## src/rtl/intr_ctrl.sv

```systemverilog
// Interrupt controller: edge-detected sources with per-source pending/lost flags, an enable
// mask and an IDLE -> GRANT -> SERVICE handshake. Define INTR_RR_EN for round-robin arbitration.
module intr_ctrl #(
  parameter int unsigned N_SRC = 4
) (
  input  logic                     clk,
  input  logic                     reset,
  input  logic [N_SRC-1:0]         src_req,
  input  logic                     mask_we,
  input  logic [N_SRC-1:0]         mask_wdata,
  input  logic                     ack,
  input  logic                     eoi,
  output logic                     irr,
  output logic [$clog2(N_SRC)-1:0] src_id,
  output logic [N_SRC-1:0]         pending,
  output logic [N_SRC-1:0]         lost,
  output logic                     busy
);

  localparam int unsigned IdW = $clog2(N_SRC);

  typedef enum logic [1:0] {StIdle, StGrant, StService} state_e;

  state_e           state_q;
  logic [N_SRC-1:0] src_req_q;
  logic [N_SRC-1:0] mask_q;
  logic [N_SRC-1:0] pending_q;
  logic [N_SRC-1:0] lost_q;
  logic [IdW-1:0]   src_id_q;
  logic             irr_q;
  logic             busy_q;

  logic [N_SRC-1:0] rise;
  logic [N_SRC-1:0] req_vec;
  logic [N_SRC-1:0] ack_clr;
  logic             ack_take;
  logic [IdW-1:0]   win_id;

  assign rise     = src_req & ~src_req_q;
  assign req_vec  = pending_q & mask_q;
  assign ack_take = (state_q == StGrant) && ack;

  always_comb begin
    ack_clr = '0;
    if (ack_take) ack_clr[src_id_q] = 1'b1;
  end

`ifdef INTR_RR_EN
  logic [IdW-1:0] last_grant_q;
  logic [IdW-1:0] rr_idx;
  logic           rr_found;

  // Search starts one past the last claimed source and wraps.
  always_comb begin
    win_id   = '0;
    rr_idx   = '0;
    rr_found = 1'b0;
    for (int unsigned k = 0; k < N_SRC; k++) begin
      rr_idx = IdW'((32'(last_grant_q) + 32'd1 + k) % N_SRC);
      if (!rr_found && req_vec[rr_idx]) begin
        rr_found = 1'b1;
        win_id   = rr_idx;
      end
    end
  end

  always_ff @(posedge clk) begin
    if (reset) begin
      last_grant_q <= IdW'(N_SRC - 1);
    end else if (ack_take) begin
      last_grant_q <= src_id_q;
    end
  end
`else
  // Descending scan so the lowest active index is the last assignment.
  always_comb begin
    win_id = '0;
    for (int i = int'(N_SRC) - 1; i >= 0; i--) begin
      if (req_vec[IdW'(i)]) win_id = IdW'(i);
    end
  end
`endif

  always_ff @(posedge clk) begin
    // Sampling src_req during reset keeps a line held high from looking like a new event.
    src_req_q <= src_req;
    if (reset) begin
      state_q   <= StIdle;
      irr_q     <= 1'b0;
      busy_q    <= 1'b0;
      src_id_q  <= '0;
      pending_q <= '0;
      lost_q    <= '0;
      mask_q    <= '1;
    end else begin
      if (mask_we) mask_q <= mask_wdata;
      // A fresh edge on the claimed source re-arms it rather than counting as lost.
      pending_q <= (pending_q & ~ack_clr) | rise;
      lost_q    <= lost_q | (rise & pending_q & ~ack_clr);
      unique case (state_q)
        StIdle: begin
          if (|req_vec) begin
            src_id_q <= win_id;
            irr_q    <= 1'b1;
            busy_q   <= 1'b1;
            state_q  <= StGrant;
          end
        end
        StGrant: begin
          if (ack) begin
            irr_q   <= 1'b0;
            state_q <= StService;
          end else if (mask_we && !mask_wdata[src_id_q]) begin
            irr_q   <= 1'b0;
            busy_q  <= 1'b0;
            state_q <= StIdle;
          end
        end
        StService: begin
          if (eoi) begin
            busy_q  <= 1'b0;
            state_q <= StIdle;
          end
        end
        default: begin
          irr_q   <= 1'b0;
          busy_q  <= 1'b0;
          state_q <= StIdle;
        end
      endcase
    end
  end

  assign irr     = irr_q;
  assign src_id  = src_id_q;
  assign pending = pending_q;
  assign lost    = lost_q;
  assign busy    = busy_q;

endmodule

```

## config.mk

```make
export PLATFORM = sky130hd
export DESIGN_NAME = intr_ctrl
export DESIGN_NICKNAME = d
export VERILOG_FILES = /design/src/rtl/intr_ctrl.sv
export SDC_FILE = /design/constraint.sdc
export NUM_CORES = 1
export LEC_CHECK = 0
export ABC_AREA = 1
export CELL_PAD_IN_SITES_DETAIL_PLACEMENT = 0
export CELL_PAD_IN_SITES_GLOBAL_PLACEMENT = 1
export CORE_MARGIN = 2
export CORE_UTILIZATION = 27
export CTS_CLUSTER_DIAMETER = 100
export DETAILED_ROUTE_END_ITERATION = 8
export GPL_TIMING_DRIVEN = 0
export PLACE_DENSITY_LB_ADDON = 0.1
export SLEW_MARGIN = 10
export SYNTH_ARGS = -nofsm -noshare
export SYNTH_HDL_FRONTEND = slang
export SYNTH_SLANG_ARGS = --single-unit
```

## constraint.sdc

```tcl
create_clock -name clk -period 1 [get_ports clk]
set_input_delay 0.15 -clock clk [delete_from_list [all_inputs] [get_ports clk]]
set_output_delay 0.15 -clock clk [all_outputs]
set_load 0.05 [all_outputs]
```

==> reports/qor.yml, run 1 <==
status: "finished with violations"
violations: "setup timing"
fin_ws_ns: -0.0287
cellLeakagePower_nw: 0.546
syn_nets: 113
place_ws_ns: -0.385
synth_largest_area_cell: "dfxtp_1"
r2r_slack_ns: -0.03
reg2reg_from: "pending[0]"
htreeDepth: 1
hpwl_microns: 1240
fin_tns_setup_ns: -0.0799
rr_worst_depth: 7
yosysWarnings: 0
grt_usage_pct: 11.9
rows: 19
port_buffers: 23
rsz0062_at_grt: "yes"
synth_edf_count: 0
cp-startpoint: "pending[0]"
ys_top_cells_by_area: "dfxtp_1 (55%), nand2_1 (11%), a21oi_1 (7.8%)"
crit_type: "flop to flop"
drc: 0
clkLatencyLatePin_ns: 0.31
ctsHoldBuffers: 0
synthFlopType: "dfxtp_1"
ys_ff_latch: 21
vdd_ir_drop_max_mv: 0.865
gr-total-overflow: 0
switching_share_pct: 33.3
max_clock_freq_mhz: 972
power_frac_comb_pct: 29.6
layout-drive-gt1-share_pct: 43.3
post_drt_wl_per_cell_microns: 10.7
p_sw_mw: 0.657
via_per_inst: 4.33
cap_violations: 0
cp-end-kind: "flop"
start_kind: "flop"
core_sq_um: 2730
clkTransAtPathRegs_ns: 0.12
worstPathArrival_ns: 1.27
fin_crit_sh_pct: 103
ant_nets: 0
synth_area_sq_um: 767
die_y_microns: 57.3
synthTopCellsByCount: "nand2_1 (23), dfxtp_1 (21), a21oi_1 (12), inv_1 (12)"
synthCells: 100
critPathCapture: "irr"
cts.sinks: 21
grt_pass1_wl_microns: 2950
synth.most_common_cell: "nand2_1"
cts_tree: "done"
drt_iter0_drc: 11
critPathMaxFanout: 3
p_int_mw: 1.32
power.density_nw_per_um2: 1580
r2r-end: "irr"
place.gp.congestion: 0.764
setup_violations: 5
hold_viol: 0
vias: 714
drt-total-wl_microns: 1760
hp-class: "input pin to flop"
finalCriticalPeriod_ns: 1.03
synth_top_area_share_pct: 54.8
ios: 25
nets: 148
p_clk_share_pct: 21.3
grt_max_degree: 13
grt_pass1_vias: 659
die_area_sq_um: 3280
antenna_found_initial: 0
clock_path_buffers: 2
drv_slew: 0
crit_required_ns: 1.24
cts_root_buf: "clkbuf_4"
yosys.cell_types.count: 17
avgSynthCellArea_sq_um: 7.67
yosysSeqAreaShare_pct: 54.8
p_seq_share_pct: 49.2
start_util_pct: 28.1
area_growth_pct: 63.1
dieWidth_microns: 57.3
drt_pass1_iterations: 4
cts_made_buffers: 3
fin_skew_ns: 0.00149
async_reset_ff_share_pct: 0
n_antenna_cell: 0
per-layer routing:
metal / GRT usage [%] / wire length (microns) / vias up / part of all wire, %
met1: 16.0 / 838 / 306 / 48
met4: 5.98 / 38 / 0 / 2.2
met5: 0 / 0 / - / 0
met3: 3.63 / 105 / 5 / 6.0
li1: - / - / 388 / -
met2: 17.2 / 780 / 15 / 44
what timing repair did:
action	4_1_cts	5_1_grt
cloned	0	0
resized for setup	102	15
setup buffers	6	1
endpoints found under the hold margin	0	0
pin swaps	7	5
endpoints found under the setup margin	16	24
worst max-delay path, cell delays in order, from the launching register on:
cell and delay, ns:
dfxtp_4 0.38, nand2_2 0.08, nand2_2 0.08, nor2_4 0.12, nand2_1 0.06, nand3_1 0.08, nand2_1 0.06, a21oi_2 0.11
area by class of cell:
type                       instances  area, sq um
multi-input combinational         64          347
clock inverter                     1         5.00
buffer                             2         12.5
fill                             276         1480
clock buffer                       3         22.5
timing repair buffer              30          325
sequential                        21          449
inverter                          13         51.3
tap                               31         38.8
stage by stage:
stage / util (%) / power (mW) / std cells / hold slack (ns) / cell area (sq um)
after floorplan: - / 1.25 / 100 / 0.178 / 786
after global placement: 38.6 / 1.42 / 154 / 0.438 / 1050
after detailed placement: 38.6 / 1.42 / 154 / 0.445 / 1050
after CTS: 44.2 / 1.97 / 164 / 0.294 / 1210
after global routing: 45.8 / 2.09 / 165 / 0.309 / 1250
final: 45.8 / 1.97 / 165 / 0.300 / 1250
state kept, by name, summed over array words and instances (netlist names):
register,count
src_req_q,4
pending,4
state_q,2
mask_q,4
irr,1
lost,4
src_id,1
busy,1
placed cells by master (no fill, tap or decap), drive strengths merged:
cell,n
dfxtp,21
nand2,24
buf,19
a21oi,13
dlygate4sd2,1
nor3,1
nand3,9
nor2,10
conb,1
inv,13
clkbuf,4
or2,1
o21ai,5
clkdlybuf4s50,11
clkinv,1
cells by family after synthesis:
group	after synthesis	share of synthesized area [%]
flip-flops	21	54.8
AO/OA/AOI/OAI	18	12.2
other	1	0.489
AND/OR/NAND/NOR	45	24.6
buffers and inverters	15	7.83
power groups by stage:
stage	registers, mW	clock network (mW)	logic (mW)
6_report	0.969	0.419	0.583
5_1_grt	0.980	0.483	0.629
4_1_cts	0.966	0.440	0.559
3_5_place_dp	0.964	0	0.458
3_3_place_gp	0.962	0	0.460
2_1_floorplan	1.09	0	0.161
how the worst min path moves through the flow:
stage,start,to,depth (start not counted)
after global routing,src_req[1],src_req_q[1],1
after global placement,lost[2],lost[2],2
after detailed placement,lost[2],lost[2],2
final,src_req[0],src_req_q[0],1
after floorplan,src_req[0],src_req_q[0],0
after CTS,src_req[0],src_req_q[0],1
No activity file was read; power rests on OpenSTA's default activity.
==> run 2, diff against run 1 <==
--- a/config.mk
+++ b/config.mk
@@ -10,6 +10,7 @@
 export CELL_PAD_IN_SITES_GLOBAL_PLACEMENT = 1
 export CORE_MARGIN = 2
 export CORE_UTILIZATION = 27
+export CTS_BUF_LIST = sky130_fd_sc_hd__clkbuf_16
 export CTS_CLUSTER_DIAMETER = 100
 export DETAILED_ROUTE_END_ITERATION = 8
 export GPL_TIMING_DRIVEN = 0
==> reports/qor.yml, run 2 (same netlist as run 1, synthesis figures left out) <==
place.gp.congestion: 0.764  # unchanged
p_seq_share_pct: 41.1  # was 49.2%
wl_met3_microns: 111  # was 105 microns
cp-end-kind: "flop"  # unchanged
ant_nets: 0  # unchanged
fin_skew_ns: 0.00217  # was 0.00149 ns
drv_slew: 0  # unchanged
die_y_microns: 57.3  # unchanged
cap_violations: 0  # unchanged
crit_type: "flop to flop"  # unchanged
grt_pass1_vias: 683  # was 659
switching_share_pct: 29.0  # was 33.3%
start_kind: "flop"  # unchanged
critPathMaxFanout: 4  # was 3
violations: "setup timing"  # unchanged
grt_usage_pct: 12.5  # was 11.9%
antenna_found_initial: 0  # unchanged
cts_root_buf: "clkbuf_16"  # was clkbuf_4
htreeDepth: 1  # unchanged
start_util_pct: 28.1  # unchanged
power_frac_comb_pct: 23.0  # was 29.6%
hp-class: "input pin to flop"  # unchanged
status: "finished with violations"  # unchanged
vias: 712  # was 714
hold_ws_ns: 0.368  # was 0.300 ns
fin_tns_setup_ns: -0.0125  # was -0.0799 ns
final_common_cell: "nand2_1"  # unchanged
drt_iter0_drc: 5  # was 11
total_power_mw: 2.32  # was 1.97 mW
cts_tree: "done"  # unchanged
area_growth_pct: 58.7  # was 63.1%
gr-total-overflow: 0  # unchanged
port_buffers: 23  # unchanged
dieWidth_microns: 57.3  # unchanged
r2r_slack_ns: -0.008  # was -0.03 ns
n_antenna_cell: 0  # unchanged
drt_pass1_iterations: 4  # unchanged
layout-drive-gt1-share_pct: 37.9  # was 43.3%
cellLeakagePower_nw: 0.538  # was 0.546 nW
die_area_sq_um: 3280  # unchanged
place_ws_ns: -0.385  # unchanged
nets: 146  # was 148
p_clk_share_pct: 35.9  # was 21.3%
grt_max_degree: 13  # unchanged
fin_ws_ns: -0.00830  # was -0.0287 ns
finalCriticalPeriod_ns: 1.01  # was 1.03 ns
power.density_nw_per_um2: 1910  # was 1580 nW/um^2
setup_violations: 3  # was 5
ios: 25  # unchanged
wl_met2_microns: 830  # was 780 microns
drt-total-wl_microns: 1790  # was 1760 microns
drc: 0  # unchanged
rsz0062_at_grt: "yes"  # unchanged
grt_pass1_wl_microns: 3080  # was 2950 microns
p_int_mw: 1.65  # was 1.32 mW
clock_path_buffers: 2  # unchanged
core_sq_um: 2730  # unchanged
hpwl_microns: 1240  # unchanged
hold_viol: 0  # unchanged
layout_common_cells: "nand2_1 (18), buf_4 (13), dfxtp_1 (13)"  # was nand2_1 (16), inv_1 (11), clkdlybuf4s50_1 (11)
clkLatencyLatePin_ns: 0.25  # was 0.31 ns
max_clock_freq_mhz: 992  # was 972 MHz
clkTransAtPathRegs_ns: 0.06  # was 0.12 ns
p_sw_mw: 0.674  # was 0.657 mW
rows: 19  # unchanged
cts.sinks: 21  # unchanged
worstPathArrival_ns: 1.16  # was 1.27 ns
top_layer_used: "met4"  # unchanged
post_drt_wl_per_cell_microns: 11.0  # was 10.7 microns
vdd_ir_drop_max_mv: 0.935  # was 0.865 mV
n_fill_cell: 274  # was 276
crit_required_ns: 1.15  # was 1.24 ns
via_per_inst: 4.37  # was 4.33
fin_crit_sh_pct: 101  # was 103%
wl_met1_microns: 815  # was 838 microns
cts_made_buffers: 3  # unchanged
==> run 2: per-layer routing <==
layer / track usage (%) / vias up
met1: 15.7 / 306
met2: 19.2 / 15
li1: - / 386
met5: 0 / -
met4: 5.98 / 0
met3: 4.31 / 5
==> run 2: what timing repair did <==
item | CTS | global route
gates resized for setup | 83 | 9
setup endpoints to repair | 22 | 11
hold buffers | 0 | 0
pin swaps | 8 | 3
buffers inserted | 5 | 0
==> run 2: critical path, cell delays in order (launching register included) <==
cell and delay, ns:
dfxtp_4 0.37, inv_4 0.04, nand2_2 0.07, nand3_4 0.07
o21ai_2 0.16, nand3_1 0.09, nand2_1 0.06, nor2_1 0.03
==> run 2: power by group through the flow <==
stage / sequential [mW] / combinational (mW) / clock (mW)
finish: 0.956 / 0.534 / 0.834
global route: 0.964 / 0.579 / 0.907
CTS: 0.955 / 0.513 / 0.864
detailed placement: 0.964 / 0.458 / 0
global placement: 0.962 / 0.460 / 0
floorplan: 1.09 / 0.161 / 0
==> run 2: path summary, 6_finish.rpt <==
check	startpoint	endpoint	cells past startpoint
max	src_id[0]	busy	7
min	src_req[0]	src_req_q[0]	1
max reg2reg	src_id[0]	busy	7
min reg2reg	lost[2]	lost[2]	2
==> run 2: final cells by class <==
cell class / count / area (sq um) / area share (%)
flip-flops and latches: 21 / 443 / 36.4
inverters: 13 / 51.3 / 4.21
repair buffers: 28 / 239 / 19.6
clock buffers: 3 / 75.1 / 6.17
multi-input cells: 64 / 353 / 29.0
well taps: 31 / 38.8 / 3.19
plain buffers: 2 / 12.5 / 1.03
clock inverters: 1 / 5.00 / 0.411
==> run 2: per-stage QoR <==
stage               utilization (%)  cells  cell area, sq um
floorplan                         -    100               786
global placement               38.6    154              1050
detailed placement             38.6    154              1050
CTS                            43.5    163              1190
global route                   44.5    163              1220
finish                         44.5    163              1220
